===== src/rtl/mod13_down_counter.sv =====
// Modulo-MODULUS down counter with a clamped parallel load and terminal count for cascading.
// Define BCD_OUT_EN to add the registered BCD outputs bcd_tens/bcd_ones (MODULUS <= 100 only).
module mod13_down_counter #(
    parameter int MODULUS = 13,
    parameter int WIDTH   = 4
) (
    input  logic             clk,
    input  logic             rst_n,
    input  logic             en,
    input  logic             load,
    input  logic [WIDTH-1:0] load_val,
`ifdef BCD_OUT_EN
    output logic [3:0]       bcd_tens,
    output logic [3:0]       bcd_ones,
`endif
    output logic [WIDTH-1:0] qo,
    output logic [WIDTH-1:0] qb,
    output logic             tc,
    output logic             load_err
);

    localparam logic [WIDTH-1:0] TOP = WIDTH'(MODULUS - 1);

    logic [WIDTH-1:0] next_q;
    logic             load_bad;

    // The comparison is done at 32 bits so that MODULUS == 2**WIDTH never reports an illegal load.
    assign load_bad = load && (32'(load_val) >= MODULUS);

    // NOTE: every variable in an always_comb block gets a default value first, so that no latch is inferred.
    always_comb begin
        next_q = qo;
        if (load) begin
            next_q = load_bad ? TOP : load_val;
        end else if (en) begin
            next_q = (qo == '0) ? TOP : qo - WIDTH'(1);
        end
    end

    assign tc = en && (qo == '0);

    // NOTE: sequential state is assigned with <=, so that every flop samples its inputs from before the edge.
    always_ff @(posedge clk or negedge rst_n) begin
        if (!rst_n) begin
            qo       <= TOP;
            qb       <= ~TOP;
            load_err <= 1'b0;
        end else begin
            qo       <= next_q;
            qb       <= ~next_q;
            load_err <= load_bad;
        end
    end

`ifdef BCD_OUT_EN
    localparam logic [3:0] TOP_TENS = 4'((MODULUS - 1) / 10);
    localparam logic [3:0] TOP_ONES = 4'((MODULUS - 1) % 10);

    logic [3:0] tens_d;
    logic [3:0] ones_d;

    // The BCD is taken from next_q, so that it lands in the same cycle as qo.
    always_comb begin
        tens_d = 4'(32'(next_q) / 10);
        ones_d = 4'(32'(next_q) % 10);
    end

    always_ff @(posedge clk or negedge rst_n) begin
        if (!rst_n) begin
            bcd_tens <= TOP_TENS;
            bcd_ones <= TOP_ONES;
        end else begin
            bcd_tens <= tens_d;
            bcd_ones <= ones_d;
        end
    end
`endif

endmodule


===== config.mk =====
export PLATFORM = sky130hd
export DESIGN_NAME = mod13_down_counter
export DESIGN_NICKNAME = d
export VERILOG_FILES = /design/src/rtl/mod13_down_counter.sv
export SDC_FILE = /design/constraint.sdc
export NUM_CORES = 1
export LEC_CHECK = 0
export ABC_AREA = 1
export ABC_CLOCK_PERIOD_IN_PS = 1600
export BUFFER_PORTS_ARGS = -buffer_cell sky130_fd_sc_hd__buf_2
export CORE_MARGIN = 4
export CORE_UTILIZATION = 25
export DETAILED_ROUTE_END_ITERATION = 10
export SYNTH_ARGS = -nofsm -noshare
export SYNTH_HDL_FRONTEND = slang
export SYNTH_SLANG_ARGS = --single-unit
export TNS_END_PERCENT = 100

===== constraint.sdc =====
create_clock -name clk -period 1.6 [get_ports clk]
set_clock_uncertainty 0.1 [all_clocks]
set_input_delay 0.24 -clock clk [delete_from_list [all_inputs] [get_ports clk]]
set_output_delay 0.24 -clock clk [all_outputs]
set_load 0.02 [all_outputs]

[Yosys cells after proc, flatten, opt, wreduce, memory -nomap -nowiden]
Index checks and enable logic that the tools add are counted.
Word-level totals
  output and inout bits: 10
  input bits: 8
  register bits: 9
Cells by class
  reduce and logical (&&, ||, !) cells: 3
  add/subtract/negate cells: 1
  bitwise gates (word level): 1
  mux-type cells: 4
  order comparisons: 1
Operators with widths (number)
  $mux W4: 4
  $ge A4 B4 Y1 const B: 1
  $logic_not A4 Y1: 1
  $not A4 Y4: 1
  $sub A4 B1 Y4 const B: 1
  $logic_and A1 B1 Y1: 2

[Depth between registers and ports, before layout]
Gate-level depths: netlist of the first run.
  depth in word-level cells: 5
  depth in mapped cells: 8

[Least setup slack after synthesis of the first run]
OpenSTA, ideal clock, no wires.
  kind: reg2reg
  start point: reg qo[0]
  end point: reg qb[1]
  setup time: 0.080 ns
  path slack: 0.174 ns
  required time: 1.420 ns
  arrival: 1.246 ns
  cell stages (with the launch flop): 9
  path buffers: 0
  cells stage by stage: dfrtp_1 -> inv_1 -> ha_1 -> nand2_1 -> inv_2 -> a21oi_2 -> nand2_1 -> nand2_1 -> nand2_1
On the way
  word-level cells in the longest chain between the ends: 5
  elaborated cells between the ends (all ways): 6
  classes of those cells: add/sub: 1; mux: 3; bitwise: 1; reduce/logical: 1
RTL lines
  start, declared: RTL line 16  | output logic [WIDTH-1:0] qo,
  start signal, assigned: RTL line 49  | qo <= next_q;
  $sub A4 B1 Y4 or $logic_not A4 Y1 (tied branches): RTL line 36  | next_q = (qo == '0) ? TOP : qo - WIDTH'(1);
  $mux W4 (*): RTL line 36
  $mux W4 (*): RTL line 35  | end else if (en) begin
  $mux W4 (*): RTL line 33  | if (load) begin
  $not A4 Y4 (*): RTL line 50  | qb <= ~next_q;
  end signal, assigned: RTL line 46  | qb <= ~TOP;
  end signal, assigned: RTL line 50
  end, declared: RTL line 17  | output logic [WIDTH-1:0] qb,
Mark *: on every way between the ends. The rest lies on a longest branch, timed or not.

[Worst setup path after layout of the first run]
  start point: reg qo[1]
  end point: out tc
On the way
  word-level cells in the longest chain between the ends: 2
RTL lines
  $logic_not A4 Y1: RTL line 40  | assign tc = en && (qo == '0);
  $logic_and A1 B1 Y1: RTL line 40
  end, declared: RTL line 18  | output logic tc,
No other way between the ends.

==> impl_metrics.toml, run 1 <==
[placed_design]
port_buffers = 17
dp_hpwl_um = 828
pre_cts_ws_ns = 0.165
gp_congestion = 0.769

[routing]
drt_iter0_drc = 5
via_count = 440
wl_per_cell_um = 9.94
first_pass_iters = 4
drc = 0
vias_per_cell = 4.11
final_antenna_net_count = 0
wirelength_um = 1060

[worst_setup_path]
reg2reg_from = "qo[1]"
crit_top_cell = "inv_2"
cpPeakStageDelay_ns = 0.39
reg2reg_slack_ns = 0.33
crit_path_max_fanout = 2
required_ns = 1.26
critPathBufInv = 4
end_kind = "output pin"
crit_path_cell_trace = "inv_2 > ha_4 > nand2_2 > inv_2 > nand2_2 > inv_2 > buf_6"
crit_start = "qo[1]"
rr_worst_depth = 8
timing.rr.end = "qb[1]"
worst_ep_arrival_time_ns = 1.18
worstSetupPathType = "reg2out"
cp-endpoint = "tc"
crit_slowest_cell = "dfrtp_1"
cp.depth = 7
critPathTopFamily = "flip-flops"
startpoint_type = "register"

[synth]
ys_warn_count = 0
synthTopCellsByCount = "nand2_1, inv_1, dfrtp_1, nor2_1"
synth_edf_count = 0
syn_inst = 59
synth_compound_area_frac = 0.0682
synth_top_family_by_area = "simple AND/OR/NAND/NOR gates"
ys_seq_area_frac = 0.483
ys_ff_latch = 9
synthAdderAreaFrac = 0.0262
syn_area_um2 = 477
async_flop_share = 1.00
syn_avg_cell_area_um2 = 8.08
synth_nets = 68
synth-simple-area-share = 0.294
ys.flop_type = "dfrtp_1"
synth_area_leader_cell = "dfrtp_1"
ys_top_cells_by_area = "dfrtp_1, dfstp_2, nand2_1"
synth_mux_area_frac = 0
synth_cell_type_count = 17
yosys.area.top_type_share = 0.262
synth.most_common_cell = "nand2_1"
synth_xor_area_frac = 0.0184

[final_layout]
drive_above_1_share = 0.500
fill_cells = 206
area.sequential_um2 = 230
multi_input_area_um2 = 211
diodes = 0
nNetsFinal = 92
final_util = 0.372
areaGrowthSynthToFinish_pct = 37.8

[timing]
final_max_slew_viol_count = 0
timing.fmax_mhz = 657
final.period_utilization = 0.952
finalSetupViolCount = 0
setup_ws_ns = 0.0769
fin_crit_ns = 1.52
hold_viol = 0
max_slew_margin = 0.863
rsz0062_at_grt = "false"
worstMarginPinSlew_ns = 0.206
setup_tns_ns = 0

[clock_network]
clk_latency_ns = 0.26
clockBufferDepth = 2
cts_buffers = 3
root_buffer = "clkbuf_4"
cts.clk_slew.worst_paths_ns = 0.06
cts_sinks = 9
htreeDepth = 1
cts_tree = "yes"

[floorplanning]
rows = 15
dieArea_mm2 = 0.00267
die-width_um = 51.7
ios = 18
core-area_mm2 = 0.00176
initial_core_util = 0.270
fp.dieH_um = 51.7

[grt]
grt_max_degree = 11
grt.total_usage = 0.0982
first_global_vias = 441
antenna_found_initial = 0
grt-ovfl-total = 0
grt_pass1_wl_um = 1880

[run]
drv_cap = 0

[pwr]
p_leak_nw = 0.360
vdd_drop_max_uv = 366
powerDensity_mw_per_mm2 = 992

[min_path]
hold_path.class = "in2reg"

[status]
status = "finished clean"
==> how the worst min path moves through the flow <==
stage                           start  endpoint  slack [ns]  cells after the start
after floorplan                 rst_n  load_err       -0.16                      0
after global placement          rst_n     qo[1]      0.0003                      1
after detailed placement        rst_n     qo[1]       0.005                      1
after CTS                 load_val[0]     qb[0]        0.11                      4
after global routing      load_val[2]     qo[2]        0.14                      3
final                     load_val[0]     qb[0]        0.12                      4
==> worst min-delay path, delay by kind of cell <==
family | cells | cell delay, ns
buffers and inverters | 1 | 0.10
and+or+nand+nor | 3 | 0.14
==> placed cells by master, fill, tap and decap left out <==
master and count:
nand2_1 16, buf_2 16, inv_2 6, inv_1 5, nor2_1 5, dfrtp_1 5
nand3_1 4, dfstp_2 4, nand2_2 3, o21ai_0 3, clkbuf_4 3, buf_4 2
xor2_1 1, o21ai_2 1, nor2_2 1, a21oi_2 1, nor2_4 1, nand3_2 1
ha_4 1, clkbuf_1 1, dlygate4sd3_1 1, buf_6 1
==> report_power, final <==
part / total, W / internal (W) / switching (W)
clock: 0.000172 / 0.0000959 / 0.0000760
combinational: 0.000197 / 0.0000754 / 0.000122
sequential: 0.000282 / 0.000265 / 0.0000173
total: 0.000651 / 0.000436 / 0.000215
==> layer usage <==
| metal | up-vias | track usage | part of all wire |
|---|---|---|---|
| met4 | 0 | 0.0393 | 0.0075 |
| met3 | 2 | 0.0458 | 0.086 |
| met2 | 18 | 0.161 | 0.46 |
| met5 | - | 0 | 0 |
| met1 | 197 | 0.109 | 0.45 |
| li1 | 223 | - | - |
==> logic make-up (layout without fill, tap and decap cells) <==
kind of cell,Yosys count,in the layout
xor gates and xnor gates,1,1
adders and majority gates,1,1
and+or+nand+nor,31,31
AOI/OAI and AO/OA,5,5
DFF,9,9
buffers and inverters,12,35
==> final cells by class <==
| type | count | share of cell area |
|---|---|---|
| Tap cell | 25 | 0.0476 |
| Inverter | 11 | 0.0629 |
| Clock buffer | 4 | 0.0400 |
| Sequential cell | 9 | 0.350 |
| Timing Repair Buffer | 20 | 0.177 |
| Multi-Input combinational cell | 38 | 0.322 |
==> through the flow <==
step,area [um2],total power (W),hold WS [ns],instances
floorplan,477,0.000401,-0.156,59
global placement,582,0.000455,0.000336,100
detailed placement,582,0.000459,0.00530,100
CTS,641,0.000655,0.111,107
global route,657,0.000701,0.136,107
finish,657,0.000651,0.120,107
==> what timing repair did <==
| action | CTS | global route |
|---|---|---|
| setup endpoints to repair | 1 | 1 |
| hold buffers | 1 | 0 |
| buffers inserted | 2 | 0 |
| pin swaps | 0 | 1 |
| endpoints found under the hold margin | 9 | 0 |
| resized for setup | 4 | 5 |
No activity file was read; power rests on OpenSTA's default activity.
==> run 2: changes to the inputs <==
RECOVER_POWER = 50   (was not set)
==> impl_metrics.toml, run 2 (synthesis gave the netlist of run 1 again) <==
[status]
status = "finished clean"

[pwr]
switching_share = 0.333
p_seq_frac = 0.435
clkPwrFrac = 0.265
comb_power_share = 0.300
powerDensity_mw_per_mm2 = 998
vdd_drop_max_uv = 364
intPower_w = 0.000433
p_leak_nw = 0.345
power_switching_w = 0.000216

[routing]
drt_iter0_drc = 5
met1_length_um = 476
wl_met3_um = 93
vias_per_cell = 4.07
wl_per_cell_um = 10.0
first_pass_iters = 4
wirelength_um = 1070
via_count = 435
final_antenna_net_count = 0
drc = 0
highest_layer = "met4"
wl_met2_um = 492

[final_layout]
drive_above_1_share = 0.439
areaGrowthSynthToFinish_pct = 36.5
area.sequential_um2 = 230
multi_input_area_um2 = 211
diodes = 0
final_common_cell = "nand2_1"
nNetsFinal = 92
fill_cells = 206
mostFrequentLayoutCells = "nand2_1, buf_2, inv_2, clkbuf_1"

[grt]
first_global_vias = 441
grt.total_usage = 0.0982
grt_max_degree = 11
antenna_found_initial = 0
grt_pass1_wl_um = 1880
grt-ovfl-total = 0

[clock_network]
root_buffer = "clkbuf_4"
htreeDepth = 1
cts.clk_slew.worst_paths_ns = 0.06
cts_buffers = 3
cts_tree = "yes"
clk_latency_ns = 0.26
clockBufferDepth = 2
cts_sinks = 9

[floorplanning]
dieArea_mm2 = 0.00267
die-width_um = 51.7
core-area_mm2 = 0.00176
rows = 15
fp.dieH_um = 51.7
initial_core_util = 0.270
ios = 18

[min_path]
hold_path.class = "in2reg"

[timing]
setup_tns_ns = 0
final.period_utilization = 0.952
fin_crit_ns = 1.52
hold_slack_ns = 0.125
setup_ws_ns = 0.0768
rsz0062_at_grt = "false"
timing.fmax_mhz = 657
max_slew_margin = 0.669
final_max_slew_viol_count = 0
hold_viol = 0
finalSetupViolCount = 0
worstMarginPinSlew_ns = 0.497

[placed_design]
pre_cts_ws_ns = 0.165
dp_hpwl_um = 828
gp_congestion = 0.769
port_buffers = 17

[worst_setup_path]
worstSetupPathType = "reg2out"
crit_path_max_fanout = 2
startpoint_type = "register"
end_kind = "output pin"
worst_ep_arrival_time_ns = 1.18
required_ns = 1.26

[run]
drv_cap = 0
[run 2: power groups by stage]
stage	registers, W	logic [W]	clock network, W
floorplan	0.000323	0.0000780	0
finish	0.000282	0.000195	0.000172
CTS	0.000282	0.000190	0.000184
global route	0.000286	0.000220	0.000193
detailed placement	0.000289	0.000170	0
global placement	0.000288	0.000167	0
[run 2: final cells by class]
cell class | count | area share
Sequential cell | 9 | 0.354
Multi-Input combinational cell | 38 | 0.325
Timing Repair Buffer | 20 | 0.169
Inverter | 11 | 0.0635
Tap cell | 25 | 0.0481
Clock buffer | 4 | 0.0404
[run 2: worst paths after layout]
kind,start,end,slack (ns),cells after the start
worst max-delay path,qo[1],tc,0.08,7
worst min-delay path,load_val[2],qo[2],0.13,3
worst max register to register,qo[1],qb[1],0.33,8
worst min register to register,register,register,0.53,4
max in group asynchronous,rst_n,async pin,0.67,2
min in group asynchronous,rst_n,qo[1],0.36,2
[run 2: metal layers]
layer,vias to the layer above,global-route usage
met2,18,0.161
met5,-,0
li1,222,-
met4,0,0.0393
met3,2,0.0458
met1,193,0.109
[run 2: worst max-delay path: stages, from the launching register on]
cell     delay [ns]
dfrtp_1        0.39
inv_2          0.07
ha_4           0.13
nand2_2        0.06
inv_2          0.07
nand2_2        0.05
inv_2          0.05
buf_6          0.10
[run 2: timing repair]
item                                   4_1_cts  5_1_grt
pin swaps                                    0        1
endpoints found under the hold margin        9        0
gates resized for setup                      4        5
hold buffers                                 1        0
setup endpoints to repair                    1        1
setup buffers                                2        0
[run 2: stage by stage]
stage | cell area [um2] | std cells | power [W] | util
2_1_floorplan | 477 | 59 | 0.000401 | -
3_3_place_gp | 582 | 100 | 0.000455 | 0.330
3_5_place_dp | 582 | 100 | 0.000459 | 0.330
4_1_cts | 641 | 107 | 0.000655 | 0.363
5_1_grt | 651 | 107 | 0.000699 | 0.369
6_report | 651 | 107 | 0.000649 | 0.369
==> run 3: changes to the inputs <==
CORE_ASPECT_RATIO = 0.9   (was not set)
==> impl_metrics.toml, run 3 (synthesis gave the netlist of run 1 again) <==
[status]
status = "finished clean"

[timing]
worstMarginPinSlew_ns = 0.490
final_max_slew_viol_count = 0
fin_crit_ns = 1.53
hold_slack_ns = 0.117
finalSetupViolCount = 0
final.period_utilization = 0.958
timing.fmax_mhz = 652
max_slew_margin = 0.673
hold_viol = 0

[final_layout]
diodes = 0
area.sequential_um2 = 230
stdcell_count = 108
final_util = 0.384
areaGrowthSynthToFinish_pct = 39.6
multi_input_area_um2 = 209
nNetsFinal = 94
mostFrequentLayoutCells = "nand2_1, buf_2, inv_1"
fill_cells = 191
drive_above_1_share = 0.464
final_common_cell = "nand2_1"

[pwr]
vdd_drop_max_uv = 319
clkPwrFrac = 0.264
powerDensity_mw_per_mm2 = 993
switching_share = 0.332
finalPower_w = 0.000661
power_switching_w = 0.000219
intPower_w = 0.000442
p_leak_nw = 0.365
p_seq_frac = 0.426
comb_power_share = 0.310

[routing]
first_pass_iters = 4
vias_per_cell = 4.13
drt_iter0_drc = 3
wl_per_cell_um = 10.0
final_antenna_net_count = 0
via_count = 446
drc = 0
wirelength_um = 1080

[grt]
grt.total_usage = 0.0914
grt_pass1_wl_um = 1720
grt_max_degree = 11
antenna_found_initial = 0
grt-ovfl-total = 0
first_global_vias = 412

[clock_network]
cts_sinks = 9
clockBufferDepth = 2
root_buffer = "clkbuf_4"
cts.clk_slew.worst_paths_ns = 0.06
clk_latency_ns = 0.26
cts_buffers = 3
htreeDepth = 1
cts_tree = "yes"

[min_path]
hold_depth = 3
hold_path.class = "in2reg"

[worst_setup_path]
worst_ep_arrival_time_ns = 1.19
end_kind = "output pin"
rr_worst_depth = 8
crit_path_max_fanout = 2
cp-endpoint = "tc"
reg2reg_slack_ns = 0.34
worstSetupPathType = "reg2out"
reg2reg_from = "qo[0]"
required_ns = 1.26
timing.rr.end = "qb[1]"
crit_start = "qo[0]"
startpoint_type = "register"

[placed_design]
port_buffers = 17
dp_hpwl_um = 773
dp.cells = 99
gp_congestion = 0.750

[floorplanning]
dieArea_mm2 = 0.00267
rows = 14
core-area_mm2 = 0.00173
fp.dieH_um = 49.4
initial_core_util = 0.275
ios = 18
die-width_um = 54.0

[run]
drv_cap = 0
## run 3: cell types whose count changed in the layout (fill, tap and decap cells not counted), sizes merged
cell,previous run,this run
buf,14,19
clkbuf,9,6
## run 3: layer usage
layer  GRT usage  vias up  part of all wire
met5           0        -                 0
met4      0.0747        0             0.025
met3      0.0306        4             0.081
met2       0.135       15              0.47
met1       0.103      200              0.42
li1            -      227                 -
## run 3: how the worst min path moves through the flow
stage,from,to,slack [ns]
2_1_floorplan,rst_n,load_err,-0.16
5_1_grt,load_val[2],qo[2],0.12
4_1_cts,load_val[2],qo[2],0.11
6_report,load_val[2],qo[2],0.12
3_3_place_gp,rst_n,qb[3],0.0002
3_5_place_dp,rst_n,qb[3],0.003
## run 3: stage by stage
stage	area (um2)	TNS, ns	setup slack [ns]
CTS	639	0	0.0161
global route	666	-0.00925	-0.00925
detailed placement	581	0	0.202
floorplan	477	0	0.174
global placement	581	0	0.234
finish	666	0	0.0665
## run 3: what timing repair did
action                                  in CTS  in global routing
pin swaps                                    0                  1
buffers inserted                             2                  2
hold endpoints to repair                     9                  0
endpoints found under the setup margin       1                  1
gates resized for setup                      4                  3
hold buffers                                 1                  0
## run 3: power groups by stage
stage | clock network (W) | registers [W] | logic (W)
after floorplan | 0 | 0.000323 | 0.0000780
after global placement | 0 | 0.000287 | 0.000168
after detailed placement | 0 | 0.000288 | 0.000169
after CTS | 0.000185 | 0.000281 | 0.000189
after global routing | 0.000203 | 0.000284 | 0.000229
final | 0.000175 | 0.000281 | 0.000205
## run 3: worst max-delay path, stage by stage, from the launching register on
cell     delay, ns
dfrtp_1       0.39
inv_2         0.08
ha_4          0.13
nand2_2       0.06
inv_2         0.06
nand2_1       0.04
inv_1         0.06
buf_6         0.11
## run 3: area by class of cell
| cell class | instances | area share |
|---|---|---|
| tap | 24 | 0.0451 |
| sequential | 9 | 0.346 |
| multi-input combinational | 38 | 0.314 |
| clock buffer | 4 | 0.0395 |
| timing repair buffer | 22 | 0.194 |
| inverter | 11 | 0.0620 |
